===== config.mk =====
export PLATFORM = sky130hd
export DESIGN_NAME = wb_stage_pipe
export DESIGN_NICKNAME = d
export VERILOG_FILES = /design/src/rtl/wb_stage_pipe.sv
export SDC_FILE = /design/constraint.sdc
export NUM_CORES = 1
export LEC_CHECK = 0
export CAP_MARGIN = 25
export CELL_PAD_IN_SITES_DETAIL_PLACEMENT = 0
export CELL_PAD_IN_SITES_GLOBAL_PLACEMENT = 1
export CORE_ASPECT_RATIO = 0.9
export CORE_MARGIN = 3
export CORE_UTILIZATION = 34
export CTS_CLUSTER_SIZE = 24
export DETAILED_ROUTE_END_ITERATION = 12
export PLACE_DENSITY_LB_ADDON = 0.1
export SLEW_MARGIN = 10
export SYNTH_ARGS = -nofsm -noshare
export SYNTH_HDL_FRONTEND = slang
export SYNTH_SLANG_ARGS = --single-unit

===== constraint.sdc =====
create_clock -name clk -period 1.9 [get_ports clk]
set_clock_uncertainty 0.15 [all_clocks]
set_input_delay 0.38 -clock clk [delete_from_list [all_inputs] [get_ports clk]]
set_output_delay 0.38 -clock clk [all_outputs]
set_load 0.05 [all_outputs]

===== src/rtl/wb_stage_pipe.sv =====
// Writeback stage: one-hot source select, output register plus one-entry
// skid buffer toward the register-file write port, forwarding bus,
// sticky illegal-select flag and retire counter.
module wb_stage_pipe #(
  parameter int DATA_W = 16,
  parameter int PC_W   = 8,
  parameter int NREG   = 8,
  parameter int CNT_W  = 16,
  localparam int AW    = (NREG > 1) ? $clog2(NREG) : 1
) (
  input  logic              clk,
  input  logic              rst_n,
  input  logic              in_valid,
  output logic              in_ready,
  input  logic [2:0]        in_vsel,
  input  logic [DATA_W-1:0] in_alu,
  input  logic [DATA_W-1:0] in_mdata,
  input  logic [PC_W-1:0]   in_pc1,
  input  logic [AW-1:0]     in_rd,
  output logic              rf_we,
  input  logic              rf_ready,
  output logic [AW-1:0]     rf_waddr,
  output logic [DATA_W-1:0] rf_wdata,
  output logic              fwd_valid,
  output logic [AW-1:0]     fwd_addr,
  output logic [DATA_W-1:0] fwd_data,
  output logic              sel_err,
  output logic [CNT_W-1:0]  retire_cnt
);

  // True when two or more select bits are set.
  function automatic logic sel_illegal(input logic [2:0] v);
    return (v[0] & v[1]) | (v[0] & v[2]) | (v[1] & v[2]);
  endfunction

  // Write-back value chosen by a one-hot select; zero when no write.
  function automatic logic [DATA_W-1:0] sel_data(input logic [2:0] v,
                                                 input logic [DATA_W-1:0] alu,
                                                 input logic [DATA_W-1:0] mdata,
                                                 input logic [PC_W-1:0] pc1);
    case (v)
      3'b001:  return alu;
      3'b010:  return mdata;
      3'b100:  return DATA_W'(pc1);
      default: return '0;
    endcase
  endfunction

  logic              ov_q, ov_d, or_wr_q, or_wr_d;
  logic [AW-1:0]     or_rd_q, or_rd_d;
  logic [DATA_W-1:0] or_data_q, or_data_d;
  logic              sv_q, sv_d, sr_wr_q, sr_wr_d;
  logic [AW-1:0]     sr_rd_q, sr_rd_d;
  logic [DATA_W-1:0] sr_data_q, sr_data_d;
  logic              sel_err_q, sel_err_d;
  logic [CNT_W-1:0]  cnt_q, cnt_d;

  logic              accept, or_done, or_free, new_wr;
  logic [DATA_W-1:0] new_data;

  // in_ready comes straight from the skid valid flop, so it never
  // depends combinationally on rf_ready.
  assign in_ready = ~sv_q;
  assign accept   = in_valid & ~sv_q;
  assign or_done  = ov_q & (~or_wr_q | rf_ready);
  assign or_free  = ~ov_q | or_done;
  assign new_wr   = (in_vsel == 3'b001) | (in_vsel == 3'b010) | (in_vsel == 3'b100);
  assign new_data = sel_data(in_vsel, in_alu, in_mdata, in_pc1);

  // Next-state: OR refills from SR first (FIFO order), else from the input;
  // a stalled OR diverts a new accept into SR.
  always_comb begin
    ov_d      = ov_q;
    or_wr_d   = or_wr_q;
    or_rd_d   = or_rd_q;
    or_data_d = or_data_q;
    sv_d      = sv_q;
    sr_wr_d   = sr_wr_q;
    sr_rd_d   = sr_rd_q;
    sr_data_d = sr_data_q;
    if (or_free) begin
      if (sv_q) begin
        // in_ready is low while SR is full, so no accept competes here.
        ov_d      = 1'b1;
        or_wr_d   = sr_wr_q;
        or_rd_d   = sr_rd_q;
        or_data_d = sr_data_q;
        sv_d      = 1'b0;
      end else if (accept) begin
        ov_d      = 1'b1;
        or_wr_d   = new_wr;
        or_rd_d   = in_rd;
        or_data_d = new_data;
      end else begin
        ov_d      = 1'b0;
      end
    end else if (accept) begin
      sv_d      = 1'b1;
      sr_wr_d   = new_wr;
      sr_rd_d   = in_rd;
      sr_data_d = new_data;
    end
    sel_err_d = sel_err_q | (accept & sel_illegal(in_vsel));
    cnt_d     = or_done ? cnt_q + CNT_W'(1) : cnt_q;
  end

  // State registers; reset discards pending entries and clears all fields.
  always_ff @(posedge clk or negedge rst_n) begin
    if (!rst_n) begin
      ov_q      <= 1'b0;
      or_wr_q   <= 1'b0;
      or_rd_q   <= '0;
      or_data_q <= '0;
      sv_q      <= 1'b0;
      sr_wr_q   <= 1'b0;
      sr_rd_q   <= '0;
      sr_data_q <= '0;
      sel_err_q <= 1'b0;
      cnt_q     <= '0;
    end else begin
      ov_q      <= ov_d;
      or_wr_q   <= or_wr_d;
      or_rd_q   <= or_rd_d;
      or_data_q <= or_data_d;
      sv_q      <= sv_d;
      sr_wr_q   <= sr_wr_d;
      sr_rd_q   <= sr_rd_d;
      sr_data_q <= sr_data_d;
      sel_err_q <= sel_err_d;
      cnt_q     <= cnt_d;
    end
  end

  assign rf_we      = ov_q & or_wr_q;
  assign rf_waddr   = or_rd_q;
  assign rf_wdata   = or_data_q;
  assign fwd_valid  = rf_we;
  assign fwd_addr   = or_rd_q;
  assign fwd_data   = or_data_q;
  assign sel_err    = sel_err_q;
  assign retire_cnt = cnt_q;

endmodule


Word level (Yosys, flattened, before mapping)
Index checks and enable logic that the tools add are counted.
Widths: inputs -> output; s select.
{ "word_totals": {"wordCells": 47, "input_bits": 50, "romBits": 0, "reg_bits": 59, "latch_bits": 0, "ramBits": 0, "n_memories": 0} }
{ "op_classes": {"mux": 11, "add_sub_neg": 1, "shift": 0, "magnitude_cmp": 0, "reduce_logical": 4, "div_mod_pow": 0, "mul": 0, "n_bitwise": 18, "eq_ne": 3} }
{ "op_table": {"columns": ["operator", "count"], "rows": [
  ["$pmux 16 s3", 1],
  ["$mux 16", 2],
  ["$add 16x1->16 const B", 1],
  ["$and 1x1->1", 7],
  ["$or 1x1->1", 7],
  ["$mux 1", 6],
  ["$mux 3", 2],
  ["$not 1->1", 4],
  ["$reduce_and 2->1", 2],
  ["$reduce_bool 2->1", 2],
  ["$eq 3x1->1 const B", 1],
  ["$eq 3x2->1 const B", 1],
  ["$eq 3x3->1 const B", 1]
]} }

Longest topological paths before layout
{ "depth": {"word_depth": 6, "depth_mapped": 6, "mapped_depth_nobuf": 4} }

Worst setup path before layout
No wires, ideal clock.
{ "synth_path": {"path_type": "register to register", "startpoint": "register cnt_q[3], in the netlist retire_cnt[3]", "endpoint": "register cnt_q[13], in the netlist retire_cnt[13]", "arrival_ps": 1619, "path_stages_with_launch": 6, "slack_ps": 49, "required_ps": 1668, "path_buffers": 1, "setup_time_ps": 82, "period_less_slack_ps": 1851, "path_cell_list": "dfrtp_1 > nand4_2 > or2_1 > buf_6 > nor4_4 > xor2_1"} }
{ "synth_via": {"elab_chain_cells": 1} }
{ "synth_lines": {"columns": ["element", "line_no", "text"], "rows": [
  ["start, declared", "56", "logic [CNT_W-1:0] cnt_q, cnt_d;"],
  ["start signal, assigned", "130", "cnt_q <= cnt_d;"],
  ["$add 16x1->16", "104", "cnt_d = or_done ? cnt_q + CNT_W'(1) : cnt_q;"]
]} }
No other way between the ends.
A chain may end at the register's enable or synchronous reset.

Worst setup path in the final report
{ "layout_path": {"startpoint": "register sv_q", "endpoint": "output in_ready"} }
{ "layout_via": {"elab_chain_cells": 1} }
{ "layout_lines": {"columns": ["element", "line_no", "text"], "rows": [
  ["start, declared", "52", "logic sv_q, sv_d, sr_wr_q, sr_wr_d;"],
  ["start signal, assigned", "125", "sv_q <= sv_d;"],
  ["$not 1->1", "63", "assign in_ready = ~sv_q;"],
  ["end, declared", "14", "output logic in_ready,"]
]} }
No other way between the ends.

==> reports/results.ini <==
[placed_design]
dpl_cell_area_sq_mm=0.00422
place_congestion=0.711
post-place-ws_ps=-458
place_hpwl_um=5660
portBuffers=107

[yosys]
synth_common_cells=dfrtp_1 (59), a21oi_1 (27), nor2_1 (24)
synth_top_area_share_pct=48.4
synth_cells=292
synth-seq-cells=59
synthMostInstantiatedCell=dfrtp_1
synth_cell_types=38
ys_seq_area_share_pct=48.4
syn-num-nets=343
synthesis.area_sq_mm=0.00305
yosysWarnings=0
synth_area_per_cell_sq_um=10.4
ys.flop_type=dfrtp_1
synth-async-reset-ratio_pct=100
synth_edf_count=0
yosys.area.top_type=dfrtp_1
synthTopCellsByArea=dfrtp_1 (48%), buf_4 (4.9%), mux2_2 (4.8%), a21oi_1 (4.4%), nand3b_1 (4.2%)

[flow_run]
maxCapViolations=0

[cts]
cts_tree=yes
clk_pin_slew_ps=70
clock_sinks=59
clock_latency_ps=330
cts_max_level=3
root_buffer=clkbuf_8
clk_path_buf_depth=2
numCtsBuffers=9

[timing]
hold_viol=0
fin_crit_sh_pct=96.0
rsz0062_at_grt=false
layout_min_cycle_time_ps=1820
setup_viol=0
slew_viol_final=0
tightest_slew_ps=444
max_slew_margin_pct=70.4
fin_setup_tns_ps=0
max_freq_mhz=548
setup_ws_ps=75.3

[floorplan]
coreArea_sq_mm=0.00865
start_util_pct=35.3
die_h_um=95.9
rows=32
die-area_sq_mm=0.0101
die_w_um=106
ios=108

[global_route]
antenna_found_initial=0
grt_pass1_wl_um=12000
grt_pass1_vias=2479
grt_usage_pct=15.1
grt.overflow.total=0
grt_max_degree=24

[route]
wl_um=7330
vias_per_cell=4.64
wl_per_cell_um=13.8
drtPass1Iterations=4
postRouteAntennaNets=0
num_vias=2461
drc=0
first_iter_violations=51

[power]
power_mw=5.58
powerDensity_mw_per_mm2=1260
p_sw_mw=2.36
p_clk_share_pct=20.1
intPower_mw=3.22
max-vdd-ir-drop_uv=435
power_frac_seq_pct=33.5
leakage_nw=2.04
switching_share_pct=42.4
combPwrFrac_pct=46.5

[critical_path]
worstPathMaxFanout=11
start_kind=register
required_ps=1370
crit_arrival_ps=1290
crit_type=reg2out
critPathCaptureType=primary output

[final_layout]
layout-drive-gt1-share_pct=32.4
antenna_cells=0
fin_nets=457
area_growth_pct=45.5
design_area_sq_mm=0.00444

[outcome]
outcome=complete, no violations

[hold_path]
hp-class=reg2reg

==> worst paths after layout <==
path / depth (start not counted) / to / from / slack, ps
worst max register to register: 4 / sr_wr_q$_DFFE_PN0P_ / sv_q$_DFFE_PN0P_ / 260
worst min register to register: 1 / retire_cnt[15]$_DFFE_PN0P_ / retire_cnt[15]$_DFFE_PN0P_ / 320
worst max-delay path: 3 / in_ready / sv_q$_DFFE_PN0P_ / 80
max in group asynchronous: 3 / sv_q$_DFFE_PN0P_ / rst_n / 750
worst min-delay path: 1 / retire_cnt[15]$_DFFE_PN0P_ / retire_cnt[15]$_DFFE_PN0P_ / 320
min in group asynchronous: 2 / fwd_addr[1]$_DFFE_PN0P_ / rst_n / 370
==> power groups by stage <==
stage	logic [mW]	registers [mW]	clock network (mW)
2_1_floorplan	1.18	2.47	0
3_3_place_gp	2.60	1.88	0
3_5_place_dp	2.62	1.90	0
4_1_cts	2.62	1.88	1.16
5_1_grt	2.76	1.93	1.21
6_report	2.59	1.87	1.12
==> layout make-up <==
class	count	area, sq um
clock inverter	5	52.6
tap	119	149
inverter	5	18.8
clock buffer	11	141
multi-input combinational	191	1330
timing repair buffer	140	1270
fill	833	4210
sequential	59	1480
==> worst max-delay path: stages (launching register included) <==
cell	delay [ps]
dfrtp_2	480
inv_1	80
buf_4	230
buf_12	170
==> metal layers <==
| metal | track usage (%) | share of wire, % |
|---|---|---|
| met1 | 20.7 | 49 |
| met2 | 23.1 | 44 |
| met3 | 3.76 | 5.7 |
| met4 | 5.83 | 1.3 |
| met5 | 0 | 0 |
==> layout by cell type, fill, tap and decap left out, types with 2 or more instances in the layout <==
cell             instances
nand3_1                 11
nor3_1                   2
a22oi_1                  8
o211ai_1                 8
buf_12                   8
nand2b_1                 2
nor4_4                   2
xnor2_1                  6
buf_4                   82
clkinv_2                 3
dfrtp_1                 58
a2bb2oi_1                8
nor3_2                   2
xor2_1                   9
mux2i_1                 11
nor3b_2                  2
nand3b_1                17
nand2_1                 20
nor2_1                  24
mux2_2                  13
a21oi_1                 27
o21ai_0                  4
clkbuf_8                10
inv_1                    5
clkdlybuf4s50_1         48
==> repair_timing <==
item / in CTS / in global routing
resized for setup: 2 / 2
buffers inserted: 0 / 0
hold buffers: 1 / 0
endpoints found under the setup margin: 6 / 2
endpoints found under the hold margin: 14 / 0
==> through the flow <==
step / cells / utilization, % / hold WS (ps)
after global placement: 513 / 48.8 / 190
after CTS: 530 / 51.2 / 333
after global routing: 530 / 51.3 / 359
after detailed placement: 513 / 48.8 / 196
final: 530 / 51.3 / 323
after floorplan: 292 / - / -65.6
==> registers in the layout, indices dropped and copies added, names as in the netlist <==
register / flops
ov_q: 1
sr_rd_q: 3
retire_cnt: 16
sel_err: 1
fwd_data: 16
sr_wr_q: 1
sv_q: 1
or_wr_q: 1
sr_data_q: 16
fwd_addr: 3
==> cell families after synthesis <==
logic type      count (synthesis)  share of synthesized area (%)
flops                          59                           48.4
fa+ha+maj                       1                          0.410
xor+xnor                       15                           4.31
buf+inv                        42                           8.41
compound gates                 58                           12.0
simple gates                   93                           18.0
mux                            24                           8.41
Power figures use the tool's default switching activity.
